===== config.mk =====
export PLATFORM = sky130hd
export DESIGN_NAME = ps2_host_tx
export DESIGN_NICKNAME = d
export VERILOG_FILES = /design/src/rtl/ps2_pkg.sv /design/src/rtl/ps2_line_sync.sv /design/src/rtl/ps2_host_tx.sv
export SDC_FILE = /design/constraint.sdc
export NUM_CORES = 1
export LEC_CHECK = 0
export CORE_MARGIN = 8
export CORE_UTILIZATION = 55
export DETAILED_ROUTE_END_ITERATION = 10
export PLACE_DENSITY = 0.74
export SKIP_CTS_REPAIR_TIMING = 1
export SLEW_MARGIN = 20
export SYNTH_ARGS = -nofsm -noshare
export SYNTH_HDL_FRONTEND = slang
export SYNTH_HIERARCHICAL = 1
export SYNTH_SLANG_ARGS = --single-unit

===== constraint.sdc =====
create_clock -name clk -period 5.2 [get_ports clk]
set_clock_uncertainty 0.1 [all_clocks]
set_input_delay 1.04 -clock clk [delete_from_list [all_inputs] [get_ports clk]]
set_output_delay 1.04 -clock clk [all_outputs]
set_load 0.005 [all_outputs]

===== src/rtl/ps2_pkg.sv =====
// Shared PS/2 definitions: FSM state encoding, command bytes and frame builder.
package ps2_pkg;

  typedef enum logic [2:0] {
    IDLE      = 3'd0,
    INHIBIT   = 3'd1,
    RTS       = 3'd2,
    SHIFT     = 3'd3,
    ACK       = 3'd4,
    WAIT_IDLE = 3'd5
  } ps2_state_e;

  localparam logic [7:0] CMD_SET_LED = 8'hED;
  localparam logic [7:0] CMD_ECHO    = 8'hEE;
  localparam logic [7:0] CMD_ENABLE  = 8'hF4;
  localparam logic [7:0] CMD_RESET   = 8'hFF;
  localparam logic [7:0] ACK_BYTE    = 8'hFA;

  // Index of the stop bit inside the 10-bit host frame.
  localparam logic [3:0] FRAME_STOP_IDX = 4'd9;

  // {stop, odd parity, data}; sent LSB first after the request-to-send start bit.
  function automatic logic [9:0] ps2_frame(input logic [7:0] b);
    return {1'b1, ~^b, b};
  endfunction

endpackage


===== src/rtl/ps2_line_sync.sv =====
// Two-flop synchroniser for the PS/2 clock and data pads plus clock falling-edge detect.
module ps2_line_sync (
  input  logic clk,
  input  logic clrn,
  input  logic clk_in,
  input  logic data_in,
  output logic clk_s,
  output logic data_s,
  output logic clk_fe
);

  logic [1:0] clk_sync_q, clk_sync_d;
  logic [1:0] data_sync_q, data_sync_d;
  logic       clk_prev_q, clk_prev_d;

  always_comb begin
    clk_sync_d  = {clk_sync_q[0], clk_in};
    data_sync_d = {data_sync_q[0], data_in};
    clk_prev_d  = clk_sync_q[1];
  end

  // Idle PS/2 lines are high, so the chain resets to 1 to avoid a false edge.
  always_ff @(posedge clk or negedge clrn) begin
    if (!clrn) begin
      clk_sync_q  <= 2'b11;
      data_sync_q <= 2'b11;
      clk_prev_q  <= 1'b1;
    end else begin
      clk_sync_q  <= clk_sync_d;
      data_sync_q <= data_sync_d;
      clk_prev_q  <= clk_prev_d;
    end
  end

  assign clk_s  = clk_sync_q[1];
  assign data_s = data_sync_q[1];
  assign clk_fe = clk_prev_q & ~clk_sync_q[1];

endmodule


===== src/rtl/ps2_host_tx.sv =====
// Host-to-device PS/2 transmitter: inhibit, request-to-send, shift 10 bits, check ACK.
//
// state     | meaning
// IDLE      | lines released, waiting for wr
// INHIBIT   | clock held low for INHIBIT_CYCLES
// RTS       | data pulled low (start bit), clock released
// SHIFT     | next frame bit driven on each device clock falling edge
// ACK       | stop bit released, sample device acknowledge on next fall
// WAIT_IDLE | wait for clock and data both high, then report
module ps2_host_tx
  import ps2_pkg::*;
#(
  parameter int INHIBIT_CYCLES = 10000,
  parameter int TIMEOUT_CYCLES = 2000000
) (
  input  logic       clk,
  input  logic       clrn,
  input  logic       wr,
  input  logic [7:0] din,
  input  logic       ps2_clk_in,
  input  logic       ps2_data_in,
  output logic       ps2_clk_oe,
  output logic       ps2_data_oe,
  output logic       busy,
  output logic       done,
  output logic       ack_err,
  output logic       timeout
);

  localparam int IW = (INHIBIT_CYCLES > 1) ? $clog2(INHIBIT_CYCLES) : 1;
  localparam int TW = (TIMEOUT_CYCLES > 1) ? $clog2(TIMEOUT_CYCLES) : 1;
  localparam logic [IW-1:0] INH_LOAD = IW'(INHIBIT_CYCLES - 1);
  localparam logic [TW-1:0] TMO_LAST = TW'(TIMEOUT_CYCLES - 1);

  ps2_state_e    state_q, state_d;
  logic [IW-1:0] inh_cnt_q, inh_cnt_d;
  logic [TW-1:0] tmo_cnt_q, tmo_cnt_d;
  logic [3:0]    idx_q, idx_d;
  logic [9:0]    frame_q, frame_d;
  logic          err_q, err_d;
  logic          clk_oe_q, clk_oe_d;
  logic          data_oe_q, data_oe_d;
  logic          busy_q, busy_d;
  logic          done_q, done_d;
  logic          ack_err_q, ack_err_d;
  logic          timeout_q, timeout_d;

  logic clk_s, data_s, clk_fe;

  ps2_line_sync u_sync (
    .clk     (clk),
    .clrn    (clrn),
    .clk_in  (ps2_clk_in),
    .data_in (ps2_data_in),
    .clk_s   (clk_s),
    .data_s  (data_s),
    .clk_fe  (clk_fe)
  );

  always_comb begin
    state_d   = state_q;
    inh_cnt_d = inh_cnt_q;
    tmo_cnt_d = tmo_cnt_q;
    idx_d     = idx_q;
    frame_d   = frame_q;
    err_d     = err_q;
    clk_oe_d  = clk_oe_q;
    data_oe_d = data_oe_q;
    done_d    = 1'b0;
    ack_err_d = 1'b0;
    timeout_d = 1'b0;

    case (state_q)
      IDLE: begin
        clk_oe_d  = 1'b0;
        data_oe_d = 1'b0;
        if (wr) begin
          frame_d   = ps2_frame(din);
          inh_cnt_d = INH_LOAD;
          err_d     = 1'b0;
          clk_oe_d  = 1'b1;
          state_d   = INHIBIT;
        end
      end
      INHIBIT: begin
        if (inh_cnt_q == '0) begin
          clk_oe_d  = 1'b0;
          data_oe_d = 1'b1;
          state_d   = RTS;
        end else begin
          inh_cnt_d = inh_cnt_q - IW'(1);
        end
      end
      RTS: begin
        idx_d     = 4'd0;
        tmo_cnt_d = '0;
        state_d   = SHIFT;
      end
      SHIFT, ACK, WAIT_IDLE: begin
        tmo_cnt_d = clk_fe ? '0 : tmo_cnt_q + TW'(1);
        if (state_q == SHIFT && clk_fe) begin
          data_oe_d = ~frame_q[idx_q];
          idx_d     = idx_q + 4'd1;
          if (idx_q == FRAME_STOP_IDX) state_d = ACK;
        end else if (state_q == ACK && clk_fe) begin
          err_d   = data_s;
          state_d = WAIT_IDLE;
        end else if (state_q == WAIT_IDLE && clk_s && data_s) begin
          done_d    = 1'b1;
          ack_err_d = err_q;
          state_d   = IDLE;
        end else if (!clk_fe && tmo_cnt_q == TMO_LAST) begin
          // Device stopped clocking: abandon the frame and free both lines.
          clk_oe_d  = 1'b0;
          data_oe_d = 1'b0;
          timeout_d = 1'b1;
          tmo_cnt_d = '0;
          state_d   = IDLE;
        end
      end
      default: begin
        clk_oe_d  = 1'b0;
        data_oe_d = 1'b0;
        state_d   = IDLE;
      end
    endcase

    busy_d = (state_d != IDLE);
  end

  always_ff @(posedge clk or negedge clrn) begin
    if (!clrn) begin
      state_q   <= IDLE;
      inh_cnt_q <= '0;
      tmo_cnt_q <= '0;
      idx_q     <= 4'd0;
      frame_q   <= 10'd0;
      err_q     <= 1'b0;
      clk_oe_q  <= 1'b0;
      data_oe_q <= 1'b0;
      busy_q    <= 1'b0;
      done_q    <= 1'b0;
      ack_err_q <= 1'b0;
      timeout_q <= 1'b0;
    end else begin
      state_q   <= state_d;
      inh_cnt_q <= inh_cnt_d;
      tmo_cnt_q <= tmo_cnt_d;
      idx_q     <= idx_d;
      frame_q   <= frame_d;
      err_q     <= err_d;
      clk_oe_q  <= clk_oe_d;
      data_oe_q <= data_oe_d;
      busy_q    <= busy_d;
      done_q    <= done_d;
      ack_err_q <= ack_err_d;
      timeout_q <= timeout_d;
    end
  end

  assign ps2_clk_oe  = clk_oe_q;
  assign ps2_data_oe = data_oe_q;
  assign busy        = busy_q;
  assign done        = done_q;
  assign ack_err     = ack_err_q;
  assign timeout     = timeout_q;

endmodule


======== Word level (Yosys, flattened, before mapping) ========
Index checks and enable logic that the tools add are counted.
storage, ports and cells
  flip-flop bits (word level) ............. 64
  latch bits .............................. 0
  bits in writable memories ............... 0
  bits in read-only memories .............. 0
  input port bits ......................... 13
  output and inout port bits .............. 6
  logic and storage cells ................. 110
  memories kept ........................... 0
operators by class
  add/subtract/negate cells ............... 3
  multiply operators ...................... 0
  div/mod/pow operators ................... 0
  $lt $le $gt $ge ......................... 1
  eq/ne operators ......................... 19
  shift operators ......................... 0
  muxes and demuxes ....................... 48
  bitwise operators ....................... 4
  reduce and logical (&&, ||, !) cells .... 20
operator list
  kind                   count
  $mux 21                5
  $pmux 21 s2            1
  $mux 14                2
  $pmux 14 s2            1
  $mux 1                 25
  $add 21x1->21 const B  1
  $eq 21x21->1 const B   1
  $mux 3                 7
  $ne 2x2->1 const B     9
  $logic_not 14->1       1
  $sub 14x1->14 const B  1
  $pmux 3 s4             1
  $ne 3x3->1 const B     3
  $pmux 4 s2             1
  $reduce_xnor 8->1      1
  $eq 3x2->1 const B     2
  $eq 3x3->1 const B     2
  $reduce_and 6->1       1
  $reduce_bool 2->1      3
  $logic_and 1x1->1      5
  $lt 4x5->1 const B     1
  $reduce_and 5->1       1
  $add 4x1->4 const B    1
  $bmux 1 s4             1
  other kinds (15)       18

======== Depth between registers and ports, before layout ========
Gate-level depths: netlist of the first run.
  depth after elaboration ................. 10
  mapped depth ............................ 9
  gate-level depth less buffers ........... 7

======== Cells and area by module ========
Netlist of the first run, hierarchy kept.
modules (own cells, without submodules)
  module         instances  cells an instance  area an instance (sq um)  seq. area each (sq um)
  ps2_host_tx    1          361                3293.2                    1476.4
  ps2_line_sync  1          6                  145.1                     131.4

======== Worst setup path after synthesis of the first run ========
OpenSTA, ideal clock, no wires.
  path type ............................... register -> register
  from .................................... reg inh_cnt_q[0]
  to ...................................... reg busy_q (netlist: busy)
  setup time .............................. 0.132 ns
  arrival ................................. 1.875 ns
  required time ........................... 4.968 ns
  slack ................................... 3.094 ns
  cell stages (with the launch flop) ...... 8
  path buffers ............................ 0
  period minus slack after synthesis ...... 2.106 ns
  cell sequence ........................... dfrtp_1 > inv_1 > ha_1 > or3b_2 > nand4bb_4 > nand2_2 > o2111ai_2 > or3b_1
on the way
  cells in the longest elaborated chain, start to end .. 4
RTL lines
  element                 line                source
  start, declared         ps2_host_tx.sv:36   logic [IW-1:0] inh_cnt_q, inh_cnt_d;
  start signal, assigned  ps2_host_tx.sv:147  inh_cnt_q <= inh_cnt_d;
  $logic_not 14->1        ps2_host_tx.sv:86   if (inh_cnt_q == '0) begin
  $mux 3                  ps2_host_tx.sv:86
  $pmux 3 s4              ps2_host_tx.sv:73   case (state_q)
  named net state_d[0]    ps2_host_tx.sv:35   ps2_state_e state_q, state_d;
  $reduce_bool 3->1       ps2_host_tx.sv:128  busy_d = (state_d != IDLE);
  named net busy_d        ps2_host_tx.sv:43   logic busy_q, busy_d;
  end signal, assigned    ps2_host_tx.sv:154  busy_q <= busy_d;
  end, declared           ps2_host_tx.sv:43
The timed path passes the listed nets, and every way through them passes these cells.
A chain may end at the register's enable or synchronous reset.

======== Worst setup path after layout of the first run ========
  from .................................... reg tmo_cnt_q[0]
  to ...................................... reg tmo_cnt_q[6]
on the way
  cells in the longest elaborated chain, start to end .. 7
  elaborated cells between the ends (all ways) .. 9
  those cells by class .................... add/sub (1); eq/ne (1); mux (6); reduce/logical (1)
RTL lines
  element                                        line                                    source
  start, declared                                ps2_host_tx.sv:37                       logic [TW-1:0] tmo_cnt_q, tmo_cnt_d;
  start signal, assigned                         ps2_host_tx.sv:148                      tmo_cnt_q <= tmo_cnt_d;
  $add 21x1->21 or $eq 21x21->1 (tied branches)  ps2_host_tx.sv:100, ps2_host_tx.sv:112
  $mux 21 or $logic_and 1x1->1 (tied branches)   ps2_host_tx.sv:100, ps2_host_tx.sv:112
  $mux 21                                        ps2_host_tx.sv:112                      end else if (!clk_fe && tmo_cnt_q == TMO_LAST) begin
  $mux 21                                        ps2_host_tx.sv:108                      end else if (state_q == WAIT_IDLE && clk_s && data_s) begin
  $mux 21                                        ps2_host_tx.sv:105                      end else if (state_q == ACK && clk_fe) begin
  $mux 21 *                                      ps2_host_tx.sv:101                      if (state_q == SHIFT && clk_fe) begin
  $pmux 21 s2 *                                  ps2_host_tx.sv:73
Every way passes the cells marked *; elsewhere a longest branch is shown, timed or not.

==> results.toml, run 1 <==
[yosys]
synth_top_cells_by_area = "dfrtp_1 (43%), nand2_1 (6.1%), dfstp_2 (3.8%)"
ys_seq_area_share_pct = 46.8
synth_warnings = 6
synth_top_area_share_pct = 42.9
synth_flop_cell = "dfrtp_1"
syn-cell-area_mm2 = 0.00344
synth_top_area_cell = "dfrtp_1"
yosysUniqueCellTypes = 60
synth.avg_cell_area_um2 = 9.37
async_flop_share_pct = 100
syn_nets = 384
synthCells = 367
ys_ff_latch = 64
synth-edff-count = 0

[final_layout]
drive_gt1_share_pct = 10.4
antenna_cells = 0
final_area_mm2 = 0.00383
nNetsFinal = 395
final_cell_mix = "dfrtp_1 (59), nand2_1 (56), a21oi_1 (22)"
final_common_cell = "dfrtp_1"
area_growth_syn_to_layout_pct = 11.5
final_cells = 460
fillCellCount = 523

[floorplan]
io_pins = 19
die_x_um = 95.1
fp.dieArea_mm2 = 0.00904
die_h_um = 95.1
core_area_mm2 = 0.00620
rows = 29
start_util_pct = 55.4

[timing]
rsz0062_at_grt = "false"
setup_violations = 0
fin_crit_sh_pct = 52.0
drv_slew = 0
tightest_slew_ns = 0.789
setup_tns_ns = 0
hold_viol_final = 0
slew_headroom_pct = 47.2
clock.fmax_mhz = 370
fin_crit_ns = 2.71

[global_routing]
grt_max_degree = 45
grt_first_pass_wirelength_um = 12700
antenna_found_initial = 0
overflow = 0
grt_pass1_vias = 2721
grt_util_all_layers_pct = 17.8

[clock_tree]
cts_buffers = 9
cts_max_level = 3
clkSlewWorstSetupHoldPaths_ns = 0.07
clockBufferDepth = 2
clock-sinks = 64
clock_tree.root_cell = "clkbuf_8"
tritoncts = "built"
clk_latency_ns = 0.34

[worst_setup_path]
cp_max_fo = 35
critPathMaxStageDelay_ns = 0.74
cp_slowest_cell = "o31a_2"
criticalPathCategory = "reg2reg"
required_ns = 5.33
cp-startpoint = "tmo_cnt_q[0]"
reg2reg_from = "tmo_cnt_q[0]"
start_kind = "flop"
crit_path_end_kind = "flop"
path_cells = "ha_1, and3_1, nand3_1, o31a_2, a21o_1, a22o_1"
crit_family = "compound AO/OA/AOI/OAI gates"
worst_ep_arrival_time_ns = 2.84
crit_buf_inv = 0

[drt]
drtPass1Iterations = 5
routedWlPerCell_um = 15.3
first_iter_violations = 151
drc = 0
num_vias = 2699
ant_nets = 0
routed_wl_um = 7040
vias_per_cell = 5.87

[job]
max_cap_violations = 0

[placement]
dp.cells = 444
gp_congestion = 0.793
placed_cell_area_mm2 = 0.00364
numPortBuffers = 18
dp_hpwl_um = 4710

[min_path]
hp-class = "reg2reg"
min-delay-start = "u_sync/clk_sync_q[0]"

[status]
status = "finished clean"

[power_and_ir_drop]
vdd_drop_max_uv = 190
p_per_area_mw_per_mm2 = 250
p_leak_uw = 0.00161
[state kept, by name, summed over array words and instances (netlist names)]
register and flops:
u_sync/clk_sync_q 2, ack_err 1, done 1, busy 1, idx_q 4, ps2_clk_oe 1, state_q 3, u_sync/data_sync_q 2
frame_q 10, ps2_data_oe 1, u_sync/clk_prev_q 1, tmo_cnt_q 21, err_q 1, timeout 1, inh_cnt_q 14
[kinds of logic after synthesis]
logic type               count (synthesis)  synth area share (%)
AO/OA/AOI/OAI                           66                  12.0
buffers and inverters                   33                  3.86
AND/OR/NAND/NOR                        167                  26.2
adder cells (fa/ha/maj)                  5                  1.75
flip-flops                              64                  46.8
multiplexers                            14                  4.91
XOR/XNOR                                18                  4.59
[final timing paths]
check	cells after the start	slack [ns]	endpoint
max	6	2.49	tmo_cnt_q[6]
max reg2reg	6	2.49	tmo_cnt_q[6]
max in group asynchronous	2	3.64	u_sync/clk_sync_q[1]
min in group asynchronous	1	0.60	idx_q[2]
min	0	0.26	u_sync/clk_sync_q[1]
min reg2reg	0	0.26	u_sync/clk_sync_q[1]
[report_power, final]
| part | leakage (uW) | internal (uW) | switching, uW | total (uW) |
|---|---|---|---|---|
| logic | 0.000707 | 15.7 | 18.0 | 33.7 |
| clock network | 0.000100 | 232 | 189 | 421 |
| registers | 0.000805 | 501 | 1.22 | 503 |
| total | 0.00161 | 749 | 208 | 957 |
[metrics by stage]
step                utilization [%]  setup slack [ns]  power [uW]  hold WS, ns
CTS                            61.7              2.30         969        0.260
detailed placement             58.7              2.30         546        0.251
global placement               58.7              2.31         546        0.246
floorplan                         -              3.09         524        0.245
global route                   61.8              2.32         991        0.263
finish                         61.8              2.49         957        0.259
[area by class of cell]
| type | instances | area [um2] | share of cell area [%] |
|---|---|---|---|
| Clock inverter | 4 | 45.0 | 1.17 |
| Timing Repair Buffer | 20 | 193 | 5.02 |
| Multi-Input combinational cell | 270 | 1700 | 44.3 |
| Clock buffer | 12 | 145 | 3.78 |
| Sequential cell | 64 | 1610 | 41.9 |
| Tap cell | 77 | 96.3 | 2.51 |
| Inverter | 13 | 48.8 | 1.27 |
[synthesized netlist by cell type (2+ instances only)]
library cell  number
o21a_1             3
a21o_1             2
nor2b_1            3
nand4_1           14
inv_1             11
mux2i_1            9
nand3_1           20
and3_1             6
o22ai_1            3
and2_1             4
o31ai_1            2
dfstp_2            5
nand2_1           56
mux4_2             2
nand3b_1           2
a21oi_1           22
ha_1               4
inv_2              2
o21ai_0           18
nor2_1            13
or3_1              4
buf_2              7
nor4b_1            4
mux2_2             2
dfrtp_1           59
or2_2              2
xnor2_1            6
clkbuf_1          13
a22o_1             4
xor2_1            12
a41oi_1            2
nand2b_1           5
nor3_1            16
nor4_1             4
[metal layers]
metal | track usage [%] | share of wire (%) | vias to the layer above
met3 | 3.39 | 4.0 | 13
met5 | 0 | 0 | -
li1 | - | - | 1325
met1 | 23.9 | 49 | 1312
met4 | 8.97 | 2.0 | 0
met2 | 26.8 | 45 | 49
[worst reg2reg max path, stage by stage (launching register included)]
cell	delay, ns
dfrtp_1	0.39
ha_1	0.22
and3_1	0.21
nand3_1	0.45
o31a_2	0.75
a21o_1	0.25
a22o_1	0.22
Power figures use the tool's default switching activity.
==> run 2: changes to the inputs <==
Settings changed: CORE_UTILIZATION 55 to 54, PLACE_DENSITY 0.74 to 0.76.
Clock period 5.2 ns to 2.3 ns, I/O delays scaled along.
==> results.toml, run 2 (same netlist as run 1, synthesis figures left out) <==
[worst_setup_path]
criticalPathCategory = "reg2reg"
required_ns = 2.43
reg2reg_from = "u_sync/clk_sync_q[1]"
worst_ep_arrival_time_ns = 2.33
start_kind = "flop"
cp_max_fo = 8
crit_path_end_kind = "flop"
cp-startpoint = "u_sync/clk_sync_q[1]"

[timing]
drv_slew = 0
tightest_slew_ns = 1.07
fin_crit_ns = 2.20
clock.fmax_mhz = 454
setup_tns_ns = 0
hold_viol_final = 1
fin_crit_sh_pct = 95.7
slew_headroom_pct = 28.3
setup_violations = 0
whs_ns = -0.000804

[clock_tree]
clock_tree.root_cell = "clkbuf_8"
clock-sinks = 64
cts_max_level = 3
clockBufferDepth = 2
cts_buffers = 9
clk_latency_ns = 0.35
tritoncts = "built"
clkSlewWorstSetupHoldPaths_ns = 0.07

[global_routing]
grt_busiest_layer = "met2"
overflow = 0
grt_first_pass_wirelength_um = 13100
grt_util_met3_pct = 5.23
grtUsageMet1_pct = 25.1
grt_use_met2_pct = 27.1
antenna_found_initial = 0
grt_pass1_vias = 2764
grt_max_degree = 44
grt_util_all_layers_pct = 18.4

[final_layout]
final_common_cell = "dfrtp_1"
nNetsFinal = 415
fillCellCount = 529
area_growth_syn_to_layout_pct = 17.5
antenna_cells = 0
final_cell_mix = "dfrtp_1 (59), nand2_1 (56), a21oi_1 (22)"
largest-register = "tmo_cnt_q"
largest_reg_flops = 21
reg_top3 = "tmo_cnt_q: 21 flops, inh_cnt_q: 14 flops, frame_q: 10 flops"
drive_gt1_share_pct = 15.9

[power_and_ir_drop]
p_leak_uw = 0.00172
p_per_area_mw_per_mm2 = 546
vdd_drop_max_uv = 377

[job]
max_cap_violations = 0

[drt]
ant_nets = 0
num_vias = 2798
routedWlPerCell_um = 15.5
drc = 0
routed_wl_um = 7430
vias_per_cell = 5.83
drtPass1Iterations = 4
first_iter_violations = 143

[status]
status = "finished, violations left"
violations = "hold timing"

[placement]
numPortBuffers = 18
dp_hpwl_um = 5240
gp_congestion = 0.825

[floorplan]
rows = 29
io_pins = 19
die_x_um = 95.8
core_area_mm2 = 0.00624
fp.dieArea_mm2 = 0.00918
die_h_um = 95.8
start_util_pct = 55.1

[min_path]
hp-class = "in2async"
## run 2: power by group
part / internal (uW) / total, uW / switching, uW
sequential: 1130 / 1140 / 3.14
combinational: 38.5 / 82.9 / 44.4
clock: 559 / 988 / 429
total: 1730 / 2210 / 476
## run 2: worst paths after layout
check                                   endpoint  slack [ns]  cells after the start
hold / removal                       ps2_data_oe     -0.0008                      1
hold reg to reg            u_sync/data_sync_q[1]        0.26                      0
max in group asynchronous  u_sync/data_sync_q[1]        1.42                      2
setup / recovery                    tmo_cnt_q[0]         0.1                      6
setup reg to reg                    tmo_cnt_q[0]         0.1                      6
min in group clk           u_sync/data_sync_q[1]        0.26                      0
## run 2: area by class of cell
| cell class | count | area, um2 | share of cell area, % |
|---|---|---|---|
| inverter | 13 | 48.8 | 1.21 |
| sequential | 64 | 1610 | 39.8 |
| tap | 77 | 96.3 | 2.38 |
| multi-input combinational | 270 | 1730 | 42.9 |
| timing repair buffer | 40 | 353 | 8.73 |
| clock inverter | 3 | 42.5 | 1.05 |
| clock buffer | 13 | 159 | 3.93 |
## run 2: per-layer routing
layer	part of all wire, %	vias up
met5	0	-
met4	1.0	0
met3	4.8	7
met2	46	68
met1	48	1361
li1	-	1362
## run 2: metrics by stage
| step | setup WS (ns) | total power, uW | instances | cell area, um2 | util [%] |
|---|---|---|---|---|---|
| floorplan | 0.194 | 1180 | 367 | 3440 | - |
| global placement | 0.106 | 1240 | 463 | 3800 | 60.8 |
| detailed placement | 0.0224 | 1240 | 463 | 3800 | 60.8 |
| CTS | 0.0132 | 2240 | 479 | 4000 | 64.1 |
| global route | -0.0394 | 2290 | 480 | 4040 | 64.8 |
| finish | 0.0987 | 2210 | 480 | 4040 | 64.8 |
## run 2: worst max-delay path, cell delays in order (launching register included)
cell and delay [ns]:
dfstp_2 0.57, nor2b_4 0.05, nor4b_2 0.26, nand4_1 0.24, o31a_4 0.43, buf_4 0.17, mux2_2 0.26
